### src/rtl/mux8_pkg.sv
`default_nettype none
// ============================================================================
// Module : mux8_pkg
// Brief  : Shared types, widths and select helpers for the mux8 serializer.
// Rev    : 1.0  initial release
// ============================================================================
package mux8_pkg;

    localparam int SEL_W = 3;
    localparam int N_IN  = 8;

    typedef enum logic {
        IDLE  = 1'b0,
        SHIFT = 1'b1
    } ser_state_t;

    function automatic logic [SEL_W-1:0] first_sel(input logic msb_first);
        return msb_first ? SEL_W'(N_IN - 1) : SEL_W'(0);
    endfunction

    function automatic logic [SEL_W-1:0] last_sel(input logic msb_first);
        return msb_first ? SEL_W'(0) : SEL_W'(N_IN - 1);
    endfunction

endpackage
`default_nettype wire

### src/rtl/muxer8.sv
`default_nettype none
// ============================================================================
// Module : muxer8
// Brief  : Purely combinational 8:1 bit multiplexer.
// Rev    : 1.0  initial release
// ============================================================================
module muxer8
    import mux8_pkg::*;
(
    input  logic [N_IN-1:0]  in,
    input  logic [SEL_W-1:0] sel,
    output logic             q
);

    assign q = in[sel];

endmodule
`default_nettype wire

### src/rtl/mux8_ser_ctrl.sv
`default_nettype none
// ============================================================================
// Module : mux8_ser_ctrl
// Brief  : Byte-in handshake controller that walks a muxer8 select through all
//          eight positions, producing a framed serial bit stream.
// Rev    : 1.0  initial release
// ============================================================================
module mux8_ser_ctrl
    import mux8_pkg::*;
#(
    parameter int BIT_DIV   = 1,
    parameter bit MSB_FIRST = 1'b0
)(
    input  logic             clk,
    input  logic             rst,
    input  logic [7:0]       data_in,
    input  logic             data_valid,
    output logic             data_ready,
    output logic             ser_out,
    output logic             ser_valid,
    output logic             frame_start,
    output logic             frame_end,
    output logic [SEL_W-1:0] sel_mon,
    output logic             busy
);

    localparam int                c_DIV_W    = (BIT_DIV > 1) ? $clog2(BIT_DIV) : 1;
    localparam logic [c_DIV_W-1:0] c_DIV_LAST = c_DIV_W'(BIT_DIV - 1);
    localparam logic [SEL_W-1:0]  c_FIRST    = first_sel(MSB_FIRST);
    localparam logic [SEL_W-1:0]  c_LAST     = last_sel(MSB_FIRST);

    ser_state_t         r_state;
    logic [N_IN-1:0]    r_hold;
    logic [SEL_W-1:0]   r_sel;
    logic [c_DIV_W-1:0] r_div;

    logic               w_shift;
    logic               w_bit_end;
    logic               w_last;
    logic               w_ready;
    logic               w_take;
    logic               w_mux_q;
    logic [SEL_W-1:0]   w_sel_next;

    assign w_shift    = (r_state == SHIFT);
    assign w_bit_end  = (r_div == c_DIV_LAST);
    assign w_last     = w_shift && w_bit_end && (r_sel == c_LAST);
    // Ready is gated by rst directly so it reads 0 for the whole reset pulse.
    assign w_ready    = !rst && (!w_shift || w_last);
    assign w_take     = data_valid && w_ready;
    assign w_sel_next = MSB_FIRST ? (r_sel - SEL_W'(1)) : (r_sel + SEL_W'(1));

    always_ff @(posedge clk or posedge rst) begin
        if (rst) begin
            r_state <= IDLE;
            r_hold  <= '0;
            r_sel   <= c_FIRST;
            r_div   <= '0;
        end else if (r_state == IDLE) begin
            if (w_take) begin
                r_hold  <= data_in;
                r_sel   <= c_FIRST;
                r_div   <= '0;
                r_state <= SHIFT;
            end
        end else begin
            if (w_bit_end) begin
                r_div <= '0;
                if (w_take) begin
                    r_hold <= data_in;
                    r_sel  <= c_FIRST;
                end else begin
                    // On the last bit this wraps sel back to the first index.
                    r_sel <= w_sel_next;
                    if (w_last) begin
                        r_state <= IDLE;
                    end
                end
            end else begin
                r_div <= r_div + c_DIV_W'(1);
            end
        end
    end

    muxer8 u_mux (
        .in  (r_hold),
        .sel (r_sel),
        .q   (w_mux_q)
    );

    assign data_ready  = w_ready;
    assign ser_out     = w_shift && w_mux_q;
    assign ser_valid   = w_shift;
    assign busy        = w_shift;
    assign frame_start = w_shift && (r_sel == c_FIRST);
    assign frame_end   = w_last;
    assign sel_mon     = r_sel;

endmodule
`default_nettype wire

### config.mk
export PLATFORM = sky130hd
export DESIGN_NAME = mux8_ser_ctrl
export DESIGN_NICKNAME = d
export VERILOG_FILES = /design/src/rtl/mux8_pkg.sv /design/src/rtl/muxer8.sv /design/src/rtl/mux8_ser_ctrl.sv
export SDC_FILE = /design/constraint.sdc
export NUM_CORES = 1
export LEC_CHECK = 0
export ABC_CLOCK_PERIOD_IN_PS = 2700
export BUFFER_PORTS_ARGS = -buffer_cell sky130_fd_sc_hd__clkbuf_2
export CAP_MARGIN = 40
export CORE_MARGIN = 2
export CORE_UTILIZATION = 35
export CTS_CLUSTER_SIZE = 16
export DETAILED_ROUTE_END_ITERATION = 16
export PLACE_DENSITY = 0.66
export SYNTH_ARGS = -nofsm -noshare
export SYNTH_HDL_FRONTEND = slang
export SYNTH_SLANG_ARGS = --single-unit
### constraint.sdc
create_clock -name clk -period 2.7 [get_ports clk]
set_clock_uncertainty 0.15 [all_clocks]
set_input_delay 0.27 -clock clk [delete_from_list [all_inputs] [get_ports clk]]
set_output_delay 0.27 -clock clk [all_outputs]
set_load 0.005 [all_outputs]
Word-level counts from Yosys, hierarchy flattened:

Index checks and enable logic that the tools add are counted.
Widths: inputs -> output; s select.

* add/subtract/negate cells: 2
* $mul: 0
* div/mod/pow operators: 0
* $lt $le $gt $ge: 1
* eq/ne operators: 2
* shift-type cells: 0
* multiplexer cells: 17
* bitwise gates (word level): 1
* reductions and logical operators: 12

Operators by type and width (number)
* $mux 8: 3
* $mux 3: 4
* $mux 1: 9
* $logic_and 1x1->1: 6
* $lt 3x4->1 const B: 1
* $add 3x1->3 const B: 1
* $bmux 1 s3: 1
* $eq 3x3->1 const B: 1
* $logic_not 3->1: 1
* $logic_not 1->1: 2
* $ne 2x2->1 const B: 1
* $reduce_and 2->1: 1
* $reduce_bool 2->1: 1
* $add 1x1->1 const B: 1
* $logic_or 1x1->1: 1
* $not 1->1: 1

* register bits: 13
* latch bits: 0
* bits in writable memories: 0
* ROM bits: 0
* bits of input ports: 11
* output and inout bits: 9
* logic and storage cells: 39
* memories: 0

Longest topological paths before layout:

* depth after elaboration: 9
* gate-level depth with buffers: 6
* mapped depth without buffers: 5

Cells and area by module:

From an unflattened synthesis, not the netlist that was laid out.

* cells, all modules: 48
* area total of the unflattened synthesis: 675.6 sq um

Modules (own cells, without submodules)
* mux8_ser_ctrl: times used 1, cells each 45, area each 611.8 sq um, sequential area each 300.3 sq um
* muxer8: times used 1, cells each 3, area each 63.8 sq um, sequential area each 0.0 sq um

Least setup slack after synthesis:

Ideal clock, no wire load.

* kind: register to register
* from: register r_sel[1] (netlist: sel_mon[1])
* to: register r_hold[2]
* arrival: 1.508 ns
* data required time: 2.425 ns
* setup slack: 0.917 ns
* cell stages (with the launch flop): 7
* path through: dfrtp_1 -> ha_1 -> ha_1 -> nor2b_4 -> nor3b_4 -> buf_6 -> mux2_4

* cells in the longest elaborated chain, start to end: 8

RTL lines
* from (decl): line mux8_ser_ctrl.sv:34 `logic [SEL_W-1:0] r_sel;`
* from (signal assigned): line mux8_ser_ctrl.sv:57 `r_sel <= c_FIRST;`
* from (signal assigned): line mux8_ser_ctrl.sv:62 `r_sel <= c_FIRST;`
* from (signal assigned): line mux8_ser_ctrl.sv:71 `r_sel <= c_FIRST;`
* $eq 3x3->1 (*): line mux8_ser_ctrl.sv:47 `assign w_last = w_shift && w_bit_end && (r_sel == c_LAST);`
* $logic_and 1x1->1 (*): line mux8_ser_ctrl.sv:47
* $logic_or 1x1->1 (*): line mux8_ser_ctrl.sv:49 `assign w_ready = !rst && (!w_shift || w_last);`
* $logic_and 1x1->1 (*): line mux8_ser_ctrl.sv:49
* $logic_and 1x1->1 (*): line mux8_ser_ctrl.sv:50 `assign w_take = data_valid && w_ready;`
* $mux 8 (*)
* $mux 8
* $mux 8 (*)
* to (signal assigned): line mux8_ser_ctrl.sv:61 `r_hold <= data_in;`
* to (signal assigned): line mux8_ser_ctrl.sv:70 `r_hold <= data_in;`
* to (decl): line mux8_ser_ctrl.sv:33 `logic [N_IN-1:0] r_hold;`

Mark *: on every way between the ends. The rest lies on a longest branch, timed or not. The select of a mux whose other input is x is not followed.
A chain may end at the register's enable or synchronous reset.

Worst setup path after layout:

* from: register r_sel[1] (netlist: sel_mon[1])
* to: register r_hold[0]

Same word-level chain as after synthesis.

==> flow_metrics.tcl <==
set metrics [dict create \
    cts.htree.levels 1 \
    seq_area_frac_synth_pct 45.8 \
    cts_hold_buf 1 \
    fin_crit_ps 2080 \
    leakagePower_nw 0.409 \
    nFillCells 166 \
    syn_avg_cell_area_sq_um 14.3 \
    wl_um 1040 \
    required_ps 2710 \
    ir_drop_uv 425 \
    start_util_pct 37.6 \
    drtAntennaViolNets 0 \
    clkLatencyLatePin_ps 270 \
    core_sq_mm 0.00175 \
    antenna_found_initial 0 \
    fmax_mhz 481 \
    dr.pass1.iters 3 \
    path_class "reg2reg" \
    drv_slew 0 \
    cts-resized-gates 0 \
    rsz0062_at_grt "no" \
    ys_ff_latch 12 \
    gr-usage-all-layers_pct 12.5 \
    min_period_over_period_pct 77.0 \
    maxCapViolations 0 \
    drive_above_1_share_pct 58.2 \
    post-route-util_pct 45.4 \
    syn-cell-area_sq_um 656 \
    wl_per_cell_um 11.3 \
    synth_top_area_cell "dfrtp_1" \
    cts_sinks 12 \
    ios 20 \
    dieArea_sq_mm 0.00224 \
    arrival_ps 2090 \
    std_cell_rows 15 \
    synthFlopType "dfrtp_1" \
    clock_path_buffers 2 \
    vias_per_cell 4.41 \
    setup_viol 0 \
    ys_warn_count 0 \
    ys_top_cells_by_area "dfrtp_1 (46%), mux2_4 (14%), mux4_2 (6.9%)" \
    final.setup.tns_ps 0 \
    drtIter0Drc 6 \
    overflow 0 \
    cpPeakStageDelay_ps 500 \
    cellPowerDensity_mw_per_mm2 1100 \
    pre_cts_slack_ps 602 \
    seq_area_sq_um 300 \
    end_kind "flip-flop" \
    async_flop_share_pct 100 \
    portBuffers 19 \
    outcome "finished clean" \
    crit_path_frequent_cell "ha_1" \
    clk_pin_slew_ps 80 \
    final_nets 83 \
    ys_types 18 \
    num_vias 406 \
    tightest_slew_ps 578 \
    crit_path_max_fanout 10 \
    synth_top_area_share_pct 45.8 \
    grt_pass1_wl_um 1840 \
    multiInputGateArea_sq_um 314 \
    relSlewSlack_pct 61.4 \
    postLayoutSetupSlackWorst_ps 621 \
    synth_edf_count 0 \
    drc 0 \
    final_cell_mix "clkbuf_2 (19), dfrtp_1 (12), mux2_4 (6), nor2_1 (4)" \
    post-cts-setup-buffers 0 \
    netlist_instances 46 \
    die_h_um 47.3 \
    syn_nets 60 \
    slowest_stage "nor3b_4" \
    cts_buffers 3 \
    post-route-cell-area_sq_um 792 \
    clock-root-buffer "clkbuf_4" \
    diodes 0 \
    path_cells "ha_1 -> ha_1 -> nor2b_4 -> nor3b_4 -> mux2_2" \
    die_w_um 47.3 \
    syn_to_final_growth_pct 20.8 \
    hpwl_um 805 \
    min_path_type "in2reg" \
    cp-start-kind "flip-flop" \
    grt_pass1_vias 405 \
    dpl_cell_area_sq_um 759 \
    grt_max_degree 13 \
    final_common_cell "clkbuf_2" \
    finalHoldViolCount 0 \
    cts_tree "done" \
    place.gp.congestion 0.765 \
]
## cell usage after synthesis, types with 2 or more instances
library cell and count:
buf_6 2, dfrtp_1 12, ha_1 3, inv_1 3, mux2_2 2, mux2_4 6, mux2i_1 2, mux4_2 2
nand2_1 2, nor2_1 4
## per-stage QoR
stage	hold slack (ps)	cells	power, W
6_report	76.3	92	0.000871
2_1_floorplan	-15.3	46	0.000674
5_1_grt	61.5	92	0.000958
3_3_place_gp	187	88	0.000766
4_1_cts	69.5	92	0.000884
3_5_place_dp	197	88	0.000771
## state kept, by name (all words and copies together), names as in the netlist
name,cells
busy,1
r_hold,8
sel_mon,3
## path summary, 6_finish.rpt
check | depth (start not counted) | slack (ps) | from | endpoint
min | 2 | 80 | data_in[6] | r_hold[6]
max reg2reg | 5 | 620 | sel_mon[1] | r_hold[0]
min in group asynchronous | 3 | 440 | rst | sel_mon[1]
max in group asynchronous | 3 | 1650 | rst | r_hold[2]
max | 5 | 620 | sel_mon[1] | r_hold[0]
min reg2reg | 1 | 360 | r_hold[1] | r_hold[1]
## critical path, delay by kind of cell, from the launching register on
family	cells	cell delay (ps)
multiplexers	1	400
adder cells (fa/ha/maj)	2	390
flip-flops	1	450
AND/OR/NAND/NOR	2	570
## metal layers
layer | vias up | part of all wire (%) | track usage [%]
li1 | 199 | - | -
met1 | 192 | 50 | 17.0
met2 | 13 | 44 | 17.3
met3 | 2 | 5.6 | 4.62
met4 | 0 | 0.58 | 6.67
met5 | - | 0 | 0
## kinds of logic (layout without fill, tap and decap cells)
kind of cell,count (synthesis),after routing,share of synthesized area (%)
fa+ha+maj,3,3,5.73
simple gates,11,11,12.0
xor+xnor,1,1,1.34
buf+inv,6,27,6.30
mux,12,12,27.1
compound gates,1,1,1.72
flops,12,12,45.8
## area by class of cell
| cell class | count | share of cell area (%) |
|---|---|---|
| clock buffers | 3 | 2.84 |
| inverters | 3 | 1.42 |
| multi-input cells | 28 | 39.7 |
| flip-flops and latches | 12 | 37.9 |
| well taps | 25 | 3.95 |
| repair buffers | 21 | 14.2 |
## report_power, final
group	switching, W	total [W]	internal (W)
Sequential	0.0000938	0.000366	0.000272
Clock	0.0000580	0.000109	0.0000515
Combinational	0.000137	0.000396	0.000260
Total	0.000288	0.000871	0.000583
Note: power is estimated with default switching activity, not from simulation.
